**src/rtl/psum_ctrl_pkg.sv**
```systemverilog
// Shared types and constants for the partial-sum SRAM controller.
package psum_ctrl_pkg;

    // Controller states.
    typedef enum logic [2:0] {
        ST_IDLE   = 3'd0,
        ST_ACC_WR = 3'd1,
        ST_CLEAR  = 3'd2,
        ST_DRAIN  = 3'd3,
        ST_DONE   = 3'd4
    } state_t;

    // Command opcode carried on i_cmd_op.
    localparam logic OP_CLEAR = 1'b0;
    localparam logic OP_DRAIN = 1'b1;

    // Widest supported word. Users slice WMASK_ALL down to SRAM_W.
    localparam int  WMASK_MAX_W = 1024;
    localparam logic [WMASK_MAX_W-1:0] WMASK_ALL = '1;

endpackage

```
**src/rtl/psum_range_cnt.sv**
```systemverilog
// Address pointer / remaining-word counter for CLEAR and DRAIN sweeps.
// The pointer wraps modulo 2^ADR_W; rem counts words still to access.
module psum_range_cnt
    import psum_ctrl_pkg::*;
#(
    parameter int ADR_W = 12
) (
    input  logic             i_clk,
    input  logic             i_rst,
    input  logic             i_load,
    input  logic [ADR_W-1:0] i_base,
    input  logic [ADR_W:0]   i_len,
    input  logic             i_step,
    output logic [ADR_W-1:0] o_ptr,
    output logic             o_last,
    output logic             o_empty
);

    logic [ADR_W-1:0] r_ptr;
    logic [ADR_W:0]   r_rem;

    // Load a new range, or advance one word per step.
    always_ff @(posedge i_clk) begin
        // NOTE: state registers use non-blocking assignments so every flop samples pre-edge values.
        if (i_rst) begin
            r_ptr <= '0;
            r_rem <= '0;
        end else if (i_load) begin
            r_ptr <= i_base;
            r_rem <= i_len;
        end else if (i_step) begin
            r_ptr <= r_ptr + ADR_W'(1);
            r_rem <= r_rem - (ADR_W+1)'(1);
        end
    end

    assign o_ptr   = r_ptr;
    assign o_last  = (r_rem == (ADR_W+1)'(1));
    assign o_empty = (r_rem == '0);

endmodule

```
**src/rtl/psum_acc_ctrl.sv**
```systemverilog
// Sole master of the partial-sum SRAM. Accumulates PE-array partial sums
// with read-modify-write, and runs CLEAR / DRAIN sweeps over an address range.
module psum_acc_ctrl
    import psum_ctrl_pkg::*;
#(
    parameter int ADR_W  = 12,
    parameter int SRAM_W = 32
) (
    input  logic              i_clk,
    input  logic              i_rst,
    input  logic              i_psum_valid,
    output logic              o_psum_ready,
    input  logic [SRAM_W-1:0] i_psum_data,
    input  logic [ADR_W-1:0]  i_psum_addr,
    input  logic              i_psum_first,
    input  logic              i_cmd_valid,
    output logic              o_cmd_ready,
    input  logic              i_cmd_op,
    input  logic [ADR_W-1:0]  i_cmd_base,
    input  logic [ADR_W:0]    i_cmd_len,
    output logic              o_out_valid,
    input  logic              i_out_ready,
    output logic [SRAM_W-1:0] o_out_data,
    output logic              o_done,
    output logic              o_busy,
    output logic              o_ram_cen,
    output logic              o_ram_rdwen,
    output logic [ADR_W-1:0]  o_ram_addr,
    output logic [SRAM_W-1:0] o_ram_wdata,
    output logic [SRAM_W-1:0] o_ram_wmask,
    input  logic [SRAM_W-1:0] i_ram_rdata
);

    state_t            r_state;
    state_t            w_next_state;
    logic [ADR_W-1:0]  r_acc_addr;
    logic [SRAM_W-1:0] r_acc_data;
    logic              r_acc_first;
    logic              r_out_valid;

    logic              w_cnt_load;
    logic              w_cnt_step;
    logic [ADR_W-1:0]  w_ptr;
    logic              w_last;
    logic              w_empty;
    logic              w_psum_acc;
    logic              w_drain_rd;
    logic              w_drain_fin;

    psum_range_cnt #(.ADR_W(ADR_W)) u_range_cnt (
        .i_clk   (i_clk),
        .i_rst   (i_rst),
        .i_load  (w_cnt_load),
        .i_base  (i_cmd_base),
        .i_len   (i_cmd_len),
        .i_step  (w_cnt_step),
        .o_ptr   (w_ptr),
        .o_last  (w_last),
        .o_empty (w_empty)
    );

    // A command wins over a psum offered in the same IDLE cycle.
    assign w_psum_acc  = (r_state == ST_IDLE) && i_psum_valid && !i_cmd_valid;
    // Issue a drain read only when the output slot is free or being emptied now.
    assign w_drain_rd  = (r_state == ST_DRAIN) && !w_empty && (!r_out_valid || i_out_ready);
    assign w_drain_fin = w_empty && (!r_out_valid || i_out_ready);

    // Next-state decode and SRAM port drive.
    always_comb begin
        // NOTE: every output of this block gets a default first so no path infers a latch.
        w_next_state = r_state;
        o_cmd_ready  = 1'b0;
        o_psum_ready = 1'b0;
        o_ram_cen    = 1'b1;
        o_ram_rdwen  = 1'b1;
        o_ram_addr   = '0;
        o_ram_wdata  = '0;
        o_ram_wmask  = '0;
        w_cnt_load   = 1'b0;
        w_cnt_step   = 1'b0;

        case (r_state)
            ST_IDLE: begin
                o_cmd_ready  = 1'b1;
                o_psum_ready = !i_cmd_valid;
                if (i_cmd_valid) begin
                    w_cnt_load = 1'b1;
                    if (i_cmd_len == '0)
                        w_next_state = ST_DONE;
                    else if (i_cmd_op == OP_CLEAR)
                        w_next_state = ST_CLEAR;
                    else
                        w_next_state = ST_DRAIN;
                end else if (i_psum_valid) begin
                    o_ram_cen    = 1'b0;
                    o_ram_addr   = i_psum_addr;
                    w_next_state = ST_ACC_WR;
                end
            end
            ST_ACC_WR: begin
                o_ram_cen    = 1'b0;
                o_ram_rdwen  = 1'b0;
                o_ram_addr   = r_acc_addr;
                o_ram_wmask  = WMASK_ALL[SRAM_W-1:0];
                o_ram_wdata  = r_acc_first ? r_acc_data : (i_ram_rdata + r_acc_data);
                w_next_state = ST_IDLE;
            end
            ST_CLEAR: begin
                o_ram_cen   = 1'b0;
                o_ram_rdwen = 1'b0;
                o_ram_addr  = w_ptr;
                o_ram_wmask = WMASK_ALL[SRAM_W-1:0];
                w_cnt_step  = 1'b1;
                if (w_last)
                    w_next_state = ST_DONE;
            end
            ST_DRAIN: begin
                if (w_drain_rd) begin
                    o_ram_cen  = 1'b0;
                    o_ram_addr = w_ptr;
                    w_cnt_step = 1'b1;
                end
                if (w_drain_fin)
                    w_next_state = ST_DONE;
            end
            ST_DONE: begin
                w_next_state = ST_IDLE;
            end
            default: begin
                w_next_state = ST_IDLE;
            end
        endcase
    end

    // State register.
    always_ff @(posedge i_clk) begin
        if (i_rst)
            r_state <= ST_IDLE;
        else
            r_state <= w_next_state;
    end

    // Capture the accepted psum for the write cycle that follows its read.
    always_ff @(posedge i_clk) begin
        if (i_rst) begin
            r_acc_addr  <= '0;
            r_acc_data  <= '0;
            r_acc_first <= 1'b0;
        end else if (w_psum_acc) begin
            r_acc_addr  <= i_psum_addr;
            r_acc_data  <= i_psum_data;
            r_acc_first <= i_psum_first;
        end
    end

    // Drain output valid: set one cycle after a read, cleared by a handshake with no new read.
    always_ff @(posedge i_clk) begin
        if (i_rst)
            r_out_valid <= 1'b0;
        else if (w_drain_rd)
            r_out_valid <= 1'b1;
        else if (i_out_ready)
            r_out_valid <= 1'b0;
    end

    // The SRAM output register holds while cen is high, so it doubles as the output buffer.
    assign o_out_valid = r_out_valid;
    assign o_out_data  = i_ram_rdata;
    assign o_done      = (r_state == ST_DONE);
    assign o_busy      = (r_state != ST_IDLE);

endmodule

```
**config.mk**
```make
export PLATFORM = sky130hd
export DESIGN_NAME = psum_acc_ctrl
export DESIGN_NICKNAME = d
export VERILOG_FILES = /design/src/rtl/psum_ctrl_pkg.sv /design/src/rtl/psum_range_cnt.sv /design/src/rtl/psum_acc_ctrl.sv
export SDC_FILE = /design/constraint.sdc
export NUM_CORES = 1
export LEC_CHECK = 0
export CAP_MARGIN = 20
export CORE_MARGIN = 8
export CORE_UTILIZATION = 40
export DETAILED_ROUTE_END_ITERATION = 8
export PLACE_DENSITY = 0.77
export REMOVE_ABC_BUFFERS = 1
export SETUP_SLACK_MARGIN = 0.15
export SLEW_MARGIN = 15
export SYNTH_ARGS = -nofsm -noshare
export SYNTH_HDL_FRONTEND = slang
export SYNTH_SLANG_ARGS = --single-unit
```
**constraint.sdc**
```tcl
create_clock -name i_clk -period 3.1 [get_ports i_clk]
set_clock_uncertainty 0.05 [all_clocks]
set_input_delay 0.465 -clock i_clk [delete_from_list [all_inputs] [get_ports i_clk]]
set_output_delay 0.465 -clock i_clk [all_outputs]
set_load 0.03 [all_outputs]
```
==> PnR_summary.wiki, run 1 <==
{| class="wikitable"
! Metric !! Value
|-
| Count of hold-fix buffers inserted at cts || 0
|-
| Final global-route overflow total || 0
|-
| Clock-pin slew on the worst setup and hold paths || 0.07 ns
|-
| Via count of the first global-routing pass || 6813
|-
| Crit path kind || flop to primary output
|-
| FF+latch count, synth || 74
|-
| Commonest register cell after synthesis || dfxtp_1
|-
| CP Data Required Time || 2.58 ns
|-
| Worst hold-check slack || 0.405 ns
|-
| Post-synthesis instance total || 800
|-
| IO buf count || 222
|-
| Max Slew Vio Count || 0
|-
| Initial core utilization || 0.403
|-
| Tot Pwr || 8070 uW
|-
| Mean routed wirelength per cell || 18.3 um
|-
| Largest cells by area after synthesis || dfxtp_1 26%, nand2_1 10%, a21oi_1 8.9%
|-
| Clk_lat worst skew || 0.34 ns
|-
| Final Util || 0.688
|-
| Most common cell after layout, fill and taps aside || clkdlybuf4s50_1
|-
| Layer with the highest usage after global routing || met2
|-
| Min-delay worst type || flop to flop
|-
| Ports placed on the boundary || 223
|-
| Core Rows || 44
|-
| Overall via count from detail_route || 6869
|-
| CTS Root Buffer Type || clkbuf_16
|-
| Max-cap viol count || 0
|-
| Htree depth || 3
|-
| Commonest cells after routing, fill and taps aside || 155 x clkdlybuf4s50_1, 151 x nand2_1, 143 x buf_4
|-
| Yosys warnings || 0
|-
| Critical Path Sink Type || primary output
|-
| Pin count of the biggest net entering global routing || 46
|-
| Met2 Use GR || 0.400
|-
| Post-Place Setup Slack || -1.13 ns
|-
| Placed wire-length estimate after detailed placement || 15000 um
|-
| Clock buffers created by TritonCTS || 9
|-
| Run status || finished with violations
|-
| TritonCTS clock tree || done
|-
| Period utilisation layout || 1.24
|-
| Nets@finish || 1224
|-
| Antenna violations before repair || 2
|-
| Antenna diode count || 0
|-
| Worst Path Arrival || 3.32 ns
|-
| Area growth from synthesis to layout || 70.8%
|-
| 1st-pass router iterations || 5
|-
| Cell Pwr Density || 820 nW/um^2
|-
| Area enclosed by the die boundary || 18500 sq um
|-
| Via-to-Cell Ratio || 5.42
|-
| # DRC || 0
|-
| Global-route wire length before repair || 33400 um
|-
| Synth top area share || 0.257
|-
| Mean area per synthesized cell || 7.21 sq um
|-
| Library cells used by synthesis || 55
|-
| Global-route total usage across every layer || 0.223
|-
| Maximum root-to-sink buffer count || 2
|-
| Maximum resistive drop on vdd || 0.903 mV
|-
| Async SR Flop Fraction || 0
|-
| Startpoint Class || flop
|-
| RSZ-0062 raised after global routing || true
|-
| Post-synthesis cell type with the largest combined area || dfxtp_1
|-
| Antenna-violating nets left || 0
|-
| Seq/Total Area, Yosys || 0.257
|-
| Violations in the final reports || setup timing
|-
| 1st-iter DRT viols || 427
|-
| Syn Std Cell Area || 5770 sq um
|-
| Aggregate negative setup slack || -11.18 ns
|-
| Sink Count || 74
|-
| Number of hold violations in the final report || 0
|-
| Std-Cell Core Area || 14300 sq um
|-
| Actual transition at the worst max-transition pin || 0.695 ns
|-
| Sequential cell area || 1490 sq um
|-
| Area of combinational cells with multiple inputs || 4280 sq um
|-
| Width of the die || 136 um
|-
| Highest Clock Rate || 261 MHz
|-
| Reg2Reg Setup Slack || 0.30 ns
|-
| Number of enable flip-flop cells after synthesis || 0
|-
| Final weighted congestion in routability-driven placement || 0.885
|-
| Filler Cells Inserted || 1060
|-
| Total detailed-routing wirelength || 23300 um
|-
| Die extent in y || 136 um
|-
| Max FO, Critical Path || 2
|-
| Met3 demand-to-capacity share in global routing || 0.0514
|-
| Number of setup violations in the final report || 36
|-
| Setup slack of the critical path after layout || -0.736 ns
|-
| Static leakage power || 0.00410 uW
|-
| Share of final-layout standard cells stronger than drive strength 1 || 0.305
|-
| Shortest clock period the worst path allows after layout || 3.84 ns
|-
| Worst-case headroom to the max-slew limit || 0.537
|-
| Met1 Track Usage GR || 0.243
|}
[power breakdown]
group          switching, uW  internal, uW
sequential               251          1180
clock                    409           614
combinational           3200          2420
[stage by stage]
stage,cells,cell area (sq um)
after CTS,1252,9370
after floorplan,696,5120
after global placement,1207,8340
after detailed placement,1207,8340
final,1268,9850
after global routing,1268,9850
[critical path: stages (launching register included)]
cell and delay [ns]:
dfxtp_2 0.34, ha_4 0.17, fa_2 0.41, a21oi_4 0.20, o31ai_4 0.10, o21ai_2 0.20, and3_4 0.24, o21ai_2 0.06
a221o_1 0.38, buf_6 0.15, a31oi_4 0.13, xor2_1 0.17, o21ai_1 0.08, and2_1 0.19, buf_6 0.14
[worst paths after layout]
| path | startpoint | end | cells after the start |
|---|---|---|---|
| setup / recovery | r_acc_data[0]$_SDFFE_PP0P_ | o_ram_wdata[30] | 14 |
| hold reg to reg | r_acc_addr[8]$_SDFFE_PP0P_ | r_acc_addr[8]$_SDFFE_PP0P_ | 2 |
| setup reg to reg | u_range_cnt.r_rem[5]$_SDFFE_PP0P_ | u_range_cnt.r_rem[12]$_SDFFE_PP0P_ | 12 |
| hold / removal | r_acc_addr[8]$_SDFFE_PP0P_ | r_acc_addr[8]$_SDFFE_PP0P_ | 2 |
[synth_stat cells (all sizes together), types with 4 or more instances]
| cell | number |
|---|---|
| buf | 70 |
| nor3 | 8 |
| nand2b | 5 |
| or3 | 5 |
| a21o | 8 |
| a21oi | 102 |
| nor4 | 6 |
| xnor2 | 27 |
| o21a | 4 |
| nand2 | 158 |
| mux2i | 6 |
| o21ai | 26 |
| and3 | 9 |
| nand4 | 10 |
| a311oi | 5 |
| nor2 | 67 |
| a222oi | 12 |
| nor2b | 7 |
| inv | 25 |
| a211oi | 22 |
| o21bai | 5 |
| nand3 | 16 |
| dfxtp | 74 |
| and2 | 7 |
| xor2 | 19 |
| a31oi | 5 |
| ha | 34 |
| clkbuf | 34 |
[metal layers]
layer / part of all wire / vias up
li1: - / 3291
met1: 0.39 / 3212
met2: 0.50 / 298
met3: 0.076 / 64
met4: 0.035 / 4
met5: 0.00090 / -
[sequential cells by signal (all words and copies together), names as in the netlist]
signal and cells:
u_range_cnt.r_rem 13, r_acc_addr 12, r_acc_first 1, r_state 3, u_range_cnt.o_ptr 12, o_out_valid 1, r_acc_data 32
[repair_timing]
item	in CTS	in global routing
endpoints found under the hold margin	0	0
cloned	2	0
gates resized for setup	152	80
setup buffers	29	16
pin swaps	85	64
setup endpoints to repair	45	48
[cell type report]
cell class              count  area share
multi-input cells         598       0.435
flip-flops and latches     74       0.151
repair buffers            373       0.353
clock inverters             3     0.00432
clock buffers              11      0.0236
well taps                 184      0.0234
inverters                  25     0.00953
[cells by family (layout without fill, tap and decap cells)]
family,after synthesis,after routing,share of synthesized area
AO/OA/AOI/OAI,204,204,0.220
XOR/XNOR,46,46,0.0699
AND/OR/NAND/NOR,305,306,0.236
adder cells (fa/ha/maj),35,35,0.0773
buffers and inverters,129,412,0.128
multiplexers,7,7,0.0124
flip-flops,74,74,0.257
(Power assumes the default switching activity.)
==> run 2, diff against run 1 <==
--- a/config.mk
+++ b/config.mk
@@ -8,6 +8,7 @@
 export CAP_MARGIN = 20
 export CORE_MARGIN = 8
 export CORE_UTILIZATION = 40
+export CTS_CLUSTER_DIAMETER = 30
 export DETAILED_ROUTE_END_ITERATION = 8
 export PLACE_DENSITY = 0.77
 export REMOVE_ABC_BUFFERS = 1
==> results of run 2 <==
Same layout as run 1: the final DEF is identical, and so are final timing and power.
==> RTL edit 1: new RTL, config.mk and constraints of run 2 <==
`ADR_W` is set to 12 in 2 places; all go to 18.
--- a/src/rtl/psum_range_cnt.sv
+++ b/src/rtl/psum_range_cnt.sv
@@ -5,3 +5,3 @@
 #(
-    parameter int ADR_W = 12
+    parameter int ADR_W = 18
 ) (
--- a/src/rtl/psum_acc_ctrl.sv
+++ b/src/rtl/psum_acc_ctrl.sv
@@ -5,3 +5,3 @@
 #(
-    parameter int ADR_W  = 12,
+    parameter int ADR_W  = 18,
     parameter int SRAM_W = 32
Ports: changed (resized i_cmd_base, i_cmd_len, i_psum_addr and o_ram_addr); port bits go from 223 to 247. The function was not compared with the original's and may differ.
==> RTL edit 1 against run 2 <==
The flow still finishes with violations (setup timing); sequential cell count grew 18; count of clock-buffer cells in the layout shrank 2; routed wire length grew 10%; design area grew 13%; worst setup slack lost 0.031 ns; area after synthesis grew 19%; maximum frequency shrank 0.81%; global-route usage shrank 0.39 points; total power shrank 26%; synthesized cell count grew 15%; critical path type is now primary input to output port; highest routed layer unchanged.
==> RTL edit 1: results (changes against run 2) <==
- Status: finished with violations (unchanged)
- Failing checks: setup timing (unchanged)
- Worst R2R End: u_range_cnt.o_ptr[11]$_SDFFE_PP0P_ (was u_range_cnt.r_rem[12]$_SDFFE_PP0P_)
- 1st-pass router iterations: 6 (was 5)
- Via count: 7856 (was 6869)
- Top flop regs: r_acc_data x32, u_range_cnt.r_rem x19 (was r_acc_data x32, u_range_cnt.r_rem x13)
- # port buffers: 246 (was 222)
- Register area share after synthesis: 26.9% (was 25.7%)
- CP Launch Point: i_ram_rdata[19] (was r_acc_data[0]$_SDFFE_PP0P_)
- Reg-to-reg slack, setup: 0.21 ns (was 0.30 ns)
- Placed Instance Area: 9910 um2 (was 8340 um2)
- Met3 Wirelength: 2.05 mm (was 1.76 mm)
- Metal2 WL: 12.9 mm (was 11.7 mm)
- GP Congestion: 0.946 (was 0.885)
- Worst path slowest cell: clkdlybuf4s50_1 (was fa_2)
- Slew headroom: 53.9% (was 53.7%)
- Initial DRC count: 519 (was 427)
- Drt wl/cell: 17.9 um (was 18.3 um)
- Vias in the first global route: 7728 (was 6813)
- Post-CTS Resized: 213 (was 152)
- # setup viols final: 45 (was 36)
- Worst EP arrival: 3.35 ns (was 3.32 ns)
- Slack of the critical path: -0.767 ns (was -0.736 ns)
- Count of cell types in the netlist: 63 (was 55)
- Lkg Pwr: 0.00456 uW (was 0.00410 uW)
- Share of post-route cells with drive strength above 1: 27.0% (was 30.5%)
- Min Hold Slack: 0.409 ns (was 0.405 ns)
- Post-synthesis mux area share: 1.92% (was 1.24%)
- Psw: 2570 uW (was 3860 uW)
- Switching part of the total power: 42.8% (was 47.8%)
- Finished Layout Cells: 1437 (was 1268)
- Seq group: 1520 uW (was 1430 uW)
- Most area-consuming cells after synthesis: dfxtp_1, a21oi_1, nand2_1, buf_4, ha_1 (was dfxtp_1, nand2_1, a21oi_1, buf_4, ha_1)
- Largest net degree at the start of global routing: 50 (was 46)
- Wl on met1: 9.92 mm (was 8.98 mm)
- Syn_area_per_cell: 7.46 um2 (was 7.21 um2)
- Reg2Reg Depth: 11 (was 12)
- Synth Area in Compound Gates: 23.2% (was 22.0%)
- Worst Hold End: r_acc_addr[0]$_SDFFE_PP0P_ (was r_acc_addr[8]$_SDFFE_PP0P_)
- First-pass GRT wire length: 38.9 mm (was 33.4 mm)
- Synth Area in Adders: 6.50% (was 7.73%)
- HPWL after DPL: 17.7 mm (was 15.0 mm)
-- RTL edit 1: changes by cell type after synthesis, sizes merged, moves of 5 or more --
cell / run 2 / this run
dfxtp: 74 / 92
a211oi: 22 / 39
nor2: 67 / 93
o21bai: 5 / 10
mux2i: 6 / 12
nand2: 158 / 137
and4: 0 / 5
a222oi: 12 / 18
clkbuf: 34 / 50
a21o: 8 / 16
xor2: 19 / 30
-- RTL edit 1: layout make-up --
cell class | count | area, um2
fillers | 1341 | 5880
multi-input cells | 678 | 4830
inverters | 29 | 109
flip-flops and latches | 92 | 1850
diodes | 1 | 2.50
clock buffers | 9 | 225
repair buffers | 396 | 3770
well taps | 225 | 282
clock inverters | 7 | 56.3
-- RTL edit 1: worst max-delay path by stage --
stage / endpoint
finish: o_ram_wdata[30]
detailed placement: o_ram_wdata[30]
global placement: o_ram_wdata[30]
floorplan: o_ram_rdwen
CTS: o_ram_wdata[30]
global route: o_ram_wdata[30]
==> RTL edit 2: new RTL, settings of run 2 <==
Made on the original files. The 5 states of `state_t` get a one-hot encoding in 5 bits.
--- a/src/rtl/psum_ctrl_pkg.sv
+++ b/src/rtl/psum_ctrl_pkg.sv
@@ -4,8 +4,8 @@
     // Controller states.
-    typedef enum logic [2:0] {
-        ST_IDLE   = 3'd0,
-        ST_ACC_WR = 3'd1,
-        ST_CLEAR  = 3'd2,
-        ST_DRAIN  = 3'd3,
-        ST_DONE   = 3'd4
+    typedef enum logic [4:0] {
+        ST_IDLE   = 5'b00001,
+        ST_ACC_WR = 5'b00010,
+        ST_CLEAR  = 5'b00100,
+        ST_DRAIN  = 5'b01000,
+        ST_DONE   = 5'b10000
     } state_t;
Function: no difference found for any inputs over 4 cycles, from zero or initial values and one cycle with i_rst high; so few cycles prove little.
==> RTL edit 2 against run 2 <==
The run still ends with setup timing left; worst setup slack improved by 0.17 ns; design area is 0.50% higher; routed wire length shrank 4.4%; first-iteration DRC count up 5.9%; sequential cell count increased by 2; area after synthesis up 3.3%; critical path type unchanged.
Power is not compared: it rests on default switching activity, and its combinational part moved more than twofold at a synthesized area within 25%.
==> RTL edit 2: results (changes against run 2) <==
- WL final: 22.2 mm (was 23.3 mm)
- Reg2Reg Depth: 15 (was 12)
- Ys flop type: dfxtp_1 (unchanged)
- Clk buf depth: 2 (unchanged)
- Met3 Wirelength: 1.38 mm (was 1.76 mm)
- Slack of the critical path: -0.570 ns (was -0.736 ns)
- Worst path slowest cell: a2111o_1 (was fa_2)
- Wl on met1: 9.25 mm (was 8.98 mm)
- Placed Cells incl. Taps: 1226 (was 1207)
- Register area share after synthesis: 25.6% (was 25.7%)
- Vias/cell: 5.47 (was 5.42)
- Syn_area_per_cell: 7.27 um2 (was 7.21 um2)
- Worst Hold End: r_acc_addr[0]$_SDFFE_PP0P_ (was r_acc_addr[8]$_SDFFE_PP0P_)
- Worst hold path type: flip-flop to flip-flop (unchanged)
- Tot GR Track Use: 21.5% (was 22.3%)
- Largest net degree at the start of global routing: 45 (was 46)
- Most frequent cells after synthesis: nand2_1, a21oi_1, nor2_1, dfxtp_1, buf_4 (was nand2_1, a21oi_1, dfxtp_1, nor2_1, buf_4)
- CTS buffer count: 9 (unchanged)
- HPWL after DPL: 15.2 mm (was 15.0 mm)
- Worst R2R End: u_range_cnt.o_ptr[5]$_SDFFE_PP0P_ (was u_range_cnt.r_rem[12]$_SDFFE_PP0P_)
- Share of post-route cells with drive strength above 1: 32.6% (was 30.5%)
- Failing checks: setup timing (unchanged)
- First-pass GRT wire length: 34.9 mm (was 33.4 mm)
- Yosys warns: 0 (unchanged)
- 1st-pass router iterations: 8 (was 5)
- Asr flop ratio synth: 0% (unchanged)
- Crit Reg-Reg Startpoint: u_range_cnt.r_rem[4]$_SDFFE_PP0P_ (was u_range_cnt.r_rem[5]$_SDFFE_PP0P_)
- # setup viols final: 49 (was 36)
- Fill cell count: 1120 (was 1060)
- Most area-consuming cells after synthesis: dfxtp_1, a21oi_1, buf_4, nand2_1, ha_1 (was dfxtp_1, nand2_1, a21oi_1, buf_4, ha_1)
- Vias in the first global route: 6980 (was 6813)
- Metal2 WL: 11.0 mm (was 11.7 mm)
- Clock latency on the worst-skew pair: 0.35 ns
- Worst EP arrival: 3.16 ns (was 3.32 ns)
- Initial DRC count: 452 (was 427)
- GP Congestion: 0.923 (was 0.885)
- Worst Max-Slew Pin Slew: 0.758 ns (was 0.695 ns)
- Placed Instance Area: 8520 um2 (was 8340 um2)
- Max Used Layer: met4 (was met5)
- Count of cell types in the netlist: 61 (was 55)
- Finished Layout Cells: 1274 (was 1268)
- Initial antenna violation count: 2 (unchanged)
- Delay of the slowest cell on the worst path: 0.43 ns (was 0.41 ns)
- Worst vdd ir: 331 uV
- Root Buffer: clkbuf_16 (unchanged)
- Lkg Pwr: 0.00417 uW
- Htree depth: 3 (unchanged)
- Nets@finish: 1226 (was 1224)
- Psw: 1310 uW
- Reg-to-reg slack, setup: -0.09 ns (was 0.30 ns)
- Status: finished with violations (unchanged)
- Min-delay src: r_acc_addr[0]$_SDFFE_PP0P_ (was r_acc_addr[8]$_SDFFE_PP0P_)
- Max_cap viols: 0 (unchanged)
-- RTL edit 2: area by class of cell --
type                            instances  share of cell area [%]
Timing Repair Buffer                  358                    33.3
Inverter                               29                    1.10
Clock inverter                          7                   0.986
Clock buffer                            9                    2.28
Antenna cell                            2                  0.0506
Tap cell                              184                    2.33
Sequential cell                        76                    15.5
Multi-Input combinational cell        609                    44.4
-- RTL edit 2: power groups by stage --
stage	Combinational, uW	Sequential (uW)	Clock, uW
3_3_place_gp	1230	1130	0
2_1_floorplan	605	1130	0
5_1_grt	1570	1140	1250
4_1_cts	1360	1130	1210
3_5_place_dp	1250	1140	0
6_report	1460	1130	1180
-- RTL edit 2: per-layer routing --
layer | vias up | GRT usage, %
met5 | - | 0
met4 | 0 | 8.12
met3 | 36 | 5.96
met2 | 279 | 37.3
met1 | 3275 | 24.6
li1 | 3380 | -
-- RTL edit 2: worst max-delay path by stage --
stage	endpoint
after floorplan	o_ram_cen
after global placement	o_ram_wdata[24]
after detailed placement	o_ram_wdata[24]
after CTS	o_ram_wdata[24]
after global routing	o_ram_wdata[24]
final	o_ram_wdata[24]
-- RTL edit 2: repair_timing --
item,in CTS,in global routing
pin swaps,86,36
resized for setup,237,52
cloned,0,1
endpoints found under the setup margin,90,96
setup buffers,16,13
-- RTL edit 2: metrics by stage --
| stage | hold slack, ns | setup WS (ns) | setup TNS (ns) | util [%] |
|---|---|---|---|---|
| final | 0.405 | -0.570 | -9.96 | 68.1 |
| after global routing | 0.424 | -0.697 | -17.11 | 68.1 |
| after CTS | 0.408 | -0.577 | -8.63 | 65.8 |
| after detailed placement | 0.399 | -1.04 | -20.42 | 58.7 |
| after global placement | 0.391 | -0.998 | -20.20 | 58.7 |
| after floorplan | 0.380 | -6.84 | -177.64 | - |
-- RTL edit 2: logic make-up (layout without fill, tap and decap cells) --
family	count (synthesis)	count (layout)	synth area share, %
adders and majority gates	35	35	7.48
and+or+nand+nor	312	313	24.1
AOI/OAI and AO/OA	222	222	24.0
xor gates and xnor gates	27	27	3.97
buffers and inverters	135	403	12.9
DFF	76	76	25.6
other	0	2	0
muxes	12	12	2.02
-- RTL edit 2: tightest hold or removal path: stages (launching register included) --
cell and delay [ns]:
dfxtp_1 0.31, nand2_1 0.05, a21oi_1 0.05
